## src/rtl/matrix_anim.sv

```systemverilog
// Frame sequencer feeding the 4x4 LED matrix driver: stores up to FRAMES bitmaps, replays them in order.
// Latency: all outputs registered; PLAY is entered (showing frame 0) one clock after play is seen high.
// Backpressure: wr_ready is high only in IDLE; writes stall during playback. Optional macro MATRIX_ANIM_ONESHOT_EN.
//
// Ports: clk/resetn (async active-low); wr_valid/wr_ready/wr_data/wr_last frame load port;
// play level control; hold = clocks per frame; bitmap/frame_idx/wrap/playing playback outputs;
// oneshot (only with MATRIX_ANIM_ONESHOT_EN) stops on the last frame instead of looping.
module matrix_anim #(
    parameter int FRAMES = 8,
    parameter int HOLD_W = 24,
    parameter int IDX_W  = 3
) (
    input  logic              clk,
    input  logic              resetn,
    input  logic              wr_valid,
    output logic              wr_ready,
    input  logic [15:0]       wr_data,
    input  logic              wr_last,
    input  logic              play,
`ifdef MATRIX_ANIM_ONESHOT_EN
    input  logic              oneshot,
`endif
    input  logic [HOLD_W-1:0] hold,
    output logic [15:0]       bitmap,
    output logic [IDX_W-1:0]  frame_idx,
    output logic              wrap,
    output logic              playing
);

    typedef enum logic {IDLE, PLAY} state_t;

    state_t            state_q, state_d;
    logic [15:0]       mem [FRAMES];
    logic [IDX_W-1:0]  wr_ptr;
    logic [IDX_W:0]    count;
    logic [HOLD_W-1:0] hold_cnt;

    logic              wr_fire;
    logic              wr_end;
    logic [IDX_W:0]    count_eff;
    logic [HOLD_W-1:0] hold_ld;
    logic              at_last;
    logic              advance;
    logic [IDX_W-1:0]  next_idx;
    logic [15:0]       frame0;
    logic              os_hold;   // last frame reached in oneshot mode: do not wrap
    logic              os_pulse;  // first time os_hold fires: emit the single wrap pulse

    // wr_ready is only ever high while state_q is IDLE, so a transfer implies IDLE.
    assign wr_fire   = wr_valid && wr_ready;
    assign wr_end    = wr_fire && (wr_last || (wr_ptr == IDX_W'(FRAMES - 1)));
    // Count as it will be after this cycle's write, so a closing write and play
    // in the same cycle start the new sequence.
    assign count_eff = wr_end ? ({1'b0, wr_ptr} + (IDX_W+1)'(1)) : count;
    assign hold_ld   = (hold == '0) ? HOLD_W'(1) : hold;
    assign at_last   = ({1'b0, frame_idx} == (count - (IDX_W+1)'(1)));
    assign advance   = (hold_cnt == HOLD_W'(1));
    assign next_idx  = at_last ? '0 : frame_idx + IDX_W'(1);
    // Bypass the storage when frame 0 is being written in the cycle PLAY starts.
    assign frame0    = (wr_fire && (wr_ptr == '0)) ? wr_data : mem[0];

`ifdef MATRIX_ANIM_ONESHOT_EN
    logic os_q;
    logic os_done;

    assign os_hold  = os_q && at_last;
    assign os_pulse = !os_done;

    always_ff @(posedge clk or negedge resetn) begin
        if (!resetn) begin
            os_q    <= 1'b0;
            os_done <= 1'b0;
        end else if (state_q == IDLE && state_d == PLAY) begin
            os_q    <= oneshot;
            os_done <= 1'b0;
        end else if (state_q == PLAY && advance && os_hold) begin
            os_done <= 1'b1;
        end
    end
`else
    assign os_hold  = 1'b0;
    assign os_pulse = 1'b0;
`endif

    always_comb begin
        state_d = state_q;
        case (state_q)
            IDLE:    if (play && (count_eff != '0)) state_d = PLAY;
            PLAY:    if (!play) state_d = IDLE;
            default: state_d = IDLE;
        endcase
    end

    // Frame storage has no reset; contents are meaningless until loaded.
    always_ff @(posedge clk) begin
        if (wr_fire) mem[wr_ptr] <= wr_data;
    end

    always_ff @(posedge clk or negedge resetn) begin
        if (!resetn) begin
            state_q   <= IDLE;
            wr_ready  <= 1'b0;
            playing   <= 1'b0;
            wrap      <= 1'b0;
            bitmap    <= '0;
            frame_idx <= '0;
            wr_ptr    <= '0;
            count     <= '0;
            hold_cnt  <= '0;
        end else begin
            state_q  <= state_d;
            wr_ready <= (state_d == IDLE);
            playing  <= (state_d == PLAY);
            wrap     <= 1'b0;
            if (state_q == IDLE) begin
                if (wr_fire) begin
                    if (wr_end) begin
                        count  <= count_eff;
                        wr_ptr <= '0;
                    end else begin
                        wr_ptr <= wr_ptr + IDX_W'(1);
                    end
                end
                if (state_d == PLAY) begin
                    bitmap    <= frame0;
                    frame_idx <= '0;
                    hold_cnt  <= hold_ld;
                    wr_ptr    <= '0;   // discard any partial load
                end
            end else if (state_d == IDLE) begin
                bitmap    <= '0;
                frame_idx <= '0;
            end else if (advance) begin
                hold_cnt <= hold_ld;
                if (os_hold) begin
                    wrap <= os_pulse;
                end else begin
                    frame_idx <= next_idx;
                    bitmap    <= mem[next_idx];
                    wrap      <= at_last;
                end
            end else begin
                hold_cnt <= hold_cnt - HOLD_W'(1);
            end
        end
    end

endmodule

```

## config.mk

```make
export PLATFORM = sky130hd
export DESIGN_NAME = matrix_anim
export DESIGN_NICKNAME = d
export VERILOG_FILES = /design/src/rtl/matrix_anim.sv
export SDC_FILE = /design/constraint.sdc
export NUM_CORES = 1
export LEC_CHECK = 0
export CORE_MARGIN = 5
export CORE_UTILIZATION = 35
export DETAILED_ROUTE_END_ITERATION = 6
export DONT_BUFFER_PORTS = 1
export GPL_TIMING_DRIVEN = 0
export PLACE_DENSITY = 0.61
export SYNTH_ARGS = -nofsm -noshare
export SYNTH_HDL_FRONTEND = slang
export SYNTH_SLANG_ARGS = --single-unit
export TNS_END_PERCENT = 50
```

## constraint.sdc

```tcl
create_clock -name clk -period 5.8 [get_ports clk]
set_input_delay 1.16 -clock clk [delete_from_list [all_inputs] [get_ports clk]]
set_output_delay 1.16 -clock clk [all_outputs]
set_load 0.01 [all_outputs]
```

==> qor.csv <==
stage,metric,value,unit
global_route,GR Layer Usage met2,27.6,%
place,placed cells,1063,
min_path,Hold Crit Class,in2async,
cts,Skew-Pair Late Insertion Delay,0.44,ns
logic_synthesis,YS warnings,0,
critical_path,crit path kind,reg2reg,
route,Detailed Route WL,23200,um
cts,cts hold-fix bufs,0,
timing,worst hold margin,0.413,ns
logic_synthesis,Cells after Synth,736,
power_and_ir_drop,leakage power figure,3.30,nW
route,via count,6101,
timing,Worst Tran Pin Value,1.09,ns
timing,setup ws final,2.56,ns
critical_path,Worst setup SP type,flip-flop,
global_route,M1 GR Usage,22.7,%
timing,RSZ-0062 raised after global routing,false,
global_route,vias in the first global route,5977,
timing,final setup TNS,0,ns
logic_synthesis,Yosys reg bits,181,
power_and_ir_drop,Worst VDD drop,241,uV
cts,post-cts sizing count,0,
power_and_ir_drop,Clock power frac,30.1,%
route,Routed WL per cell,21.2,um
cts,CTS tree,built,
route,DR DRC count,0,
finish,final core utilization,40.6,%
timing,f_max,308,MHz
place,PortBufs,0,
cts,CTS buffer count,17,
place,Post-DP HPWL,16000,um
critical_path,crit end category,flip-flop,
critical_path,R2R depth,12,
place,GPL Wtd Cong,0.887,
finish,layout cells sized above 1,10.6,%
route,First-pass DRT Iterations,5,
finish,design area,9580,um2
run,Max Cap Violations,0,
cts,Root Buffer,clkbuf_16,
power_and_ir_drop,Power Density,401,nW/um2
global_route,largest net degree at the start of global routing,54,
finish,"most common cell after layout, fill and taps aside",edfxtp_1,
logic_synthesis,number of flops mapped to enable cells by yosys,128,
timing,"Slew Viols, Final",0,
critical_path,R2R Setup Slk,2.56,ns
global_route,first-pass GRT wire length,34900,um
power_and_ir_drop,total power,3.84,mW
floorplanning,Starting Density,35.7,%
floorplanning,Cell Rows,56,
critical_path,FF-to-FF Start,wr_ptr[1],
logic_synthesis,Post-Syn Area,8430,um2
cts,CTS Sinks,181,
global_route,GR Util met3,4.64,%
cts,"CTS clk-pin slew, worst paths",0.08,ns
place,Place WS,2.57,ns
global_route,initial antenna violation count,0,
critical_path,Critical Path RT,6.09,ns
floorplanning,Die Wd,165,um
route,Initial DRC Count,581,
critical_path,Critical Path AT,3.54,ns
finish,Nets,815,
cts,Clock Path Buffers,2,
power_and_ir_drop,Logic pwr share,26.9,%
route,vias per inst,5.57,
global_route,layer with the highest usage,met2,
power_and_ir_drop,Sw Share,36.3,%
timing,Final Setup Violations,0,
floorplanning,I/O pins,67,
logic_synthesis,"Avg Cell Area, Syn",11.5,um2
logic_synthesis,distinct cell type count after synthesis,73,
floorplanning,total die area,27300,um2
power_and_ir_drop,switching power,1.39,mW
global_route,GRT Total Usage,17.1,%
logic_synthesis,top_reg_cell synth,edfxtp_1,
logic_synthesis,Synth async-reset ratio,29.3,%
logic_synthesis,Mapped Nets,788,
place,Placement Cell Area,8990,um2
finish,fin cells,1095,
global_route,GRT overflow,0,
finish,diodes inserted,0,
cts,postcts setup bufs,0,
floorplanning,core area,23600,um2
floorplanning,die height,165,um
power_and_ir_drop,share of power burned in registers,43.0,%
critical_path,reg2reg end,hold_cnt[0],
finish,area grow syn2layout,13.6,%
timing,minimum clock period,3.24,ns
critical_path,"Max FO, Critical Path",10,
timing,period utilisation layout,55.9,%
logic_synthesis,"Seq/Total Area, Yosys",61.3,%
timing,Final Hold Viols,0,
cts,CTS H-Tree Depth,4,
power_and_ir_drop,internal power,2.44,mW
timing,Max Clock Skew,0.0139,ns
timing,Max-slew headroom,27.1,%
finish,"commonest non-fill, non-tap cells in the layout","edfxtp_1, nand2_1, nor2_1",
run_status,status,"complete, no violations",
route,remaining antenna violation count,0,
cell families (layout without fill, tap and decap cells):
group,after synthesis,in the layout,share of synthesized area (%)
simple gates,249,249,14.5
compound gates,218,218,16.9
fa+ha+maj,7,7,1.04
xor+xnor,5,5,0.787
flops,181,181,61.3
mux,25,25,3.01
buf+inv,51,91,2.48
critical path, stage by stage (launching register included):
cell	delay, ns
dfrtp_1	0.35
clkbuf_1	0.34
inv_1	0.14
ha_1	0.34
or3b_1	0.38
a211oi_1	0.27
a21oi_1	0.07
o21ai_1	0.20
buf_2	0.31
inv_2	0.15
clkbuf_1	0.29
o211ai_1	0.16
o211ai_1	0.11
per-layer routing:
metal,vias to the layer above,routed length [um]
met5,-,0
met4,0,417
met3,31,1940
met2,271,10900
met1,2966,9950
li1,2833,-
power by group through the flow:
stage	sequential [mW]	combinational [mW]	clock [mW]
final	1.65	1.03	1.15
after CTS	1.66	1.03	1.16
after global placement	1.68	1.01	0
after detailed placement	1.68	1.03	0
after floorplan	1.64	0.738	0
after global routing	1.67	1.13	1.22
worst max-delay path by stage:
| stage | start | to | slack [ns] | cells after the start |
|---|---|---|---|---|
| 6_report | wr_ptr[1] | hold_cnt[0] | 2.56 | 12 |
| 5_1_grt | wr_ptr[1] | hold_cnt[0] | 2.27 | 12 |
| 4_1_cts | wr_ptr[1] | hold_cnt[0] | 2.56 | 12 |
| 3_5_place_dp | wr_valid | bitmap[1] | 2.57 | 7 |
| 3_3_place_gp | wr_valid | mem[0][12] | 1.54 | 3 |
| 2_1_floorplan | wr_valid | mem[0][0] | 2.71 | 3 |
sequential cells by signal, summed over array words and instances, names as in the netlist:
register,cells
frame_idx,3
count,4
wrap,1
bitmap,16
state_q,1
mem,128
wr_ready,1
hold_cnt,24
wr_ptr,3
cell type report:
| class | count | area (um2) |
|---|---|---|
| Sequential cell | 181 | 5170 |
| Multi-Input combinational cell | 504 | 3080 |
| Buffer | 36 | 153 |
| Clock buffer | 18 | 429 |
| Inverter | 15 | 56.3 |
| Tap cell | 319 | 399 |
| Timing Repair Buffer | 8 | 133 |
| Clock inverter | 14 | 159 |
| Fill cell | 2237 | 14000 |
synth_stat cells (7+ instances only):
master | count | area share, %
a21oi_1 | 51 | 3.0
a22oi_1 | 14 | 1.2
a31oi_1 | 18 | 1.3
buf_2 | 7 | 0.42
clkbuf_1 | 23 | 1.0
dfrtp_1 | 53 | 16
edfxtp_1 | 128 | 46
ha_1 | 7 | 1.0
inv_1 | 13 | 0.58
mux2i_1 | 22 | 2.6
nand2_1 | 84 | 3.7
nand3_1 | 21 | 1.2
nor2_1 | 78 | 3.5
nor3_1 | 11 | 0.65
nor4_1 | 11 | 0.82
o211ai_1 | 10 | 0.89
o21ai_0 | 69 | 4.1
or4_1 | 8 | 0.71
Note: power is estimated with default switching activity, not from simulation.
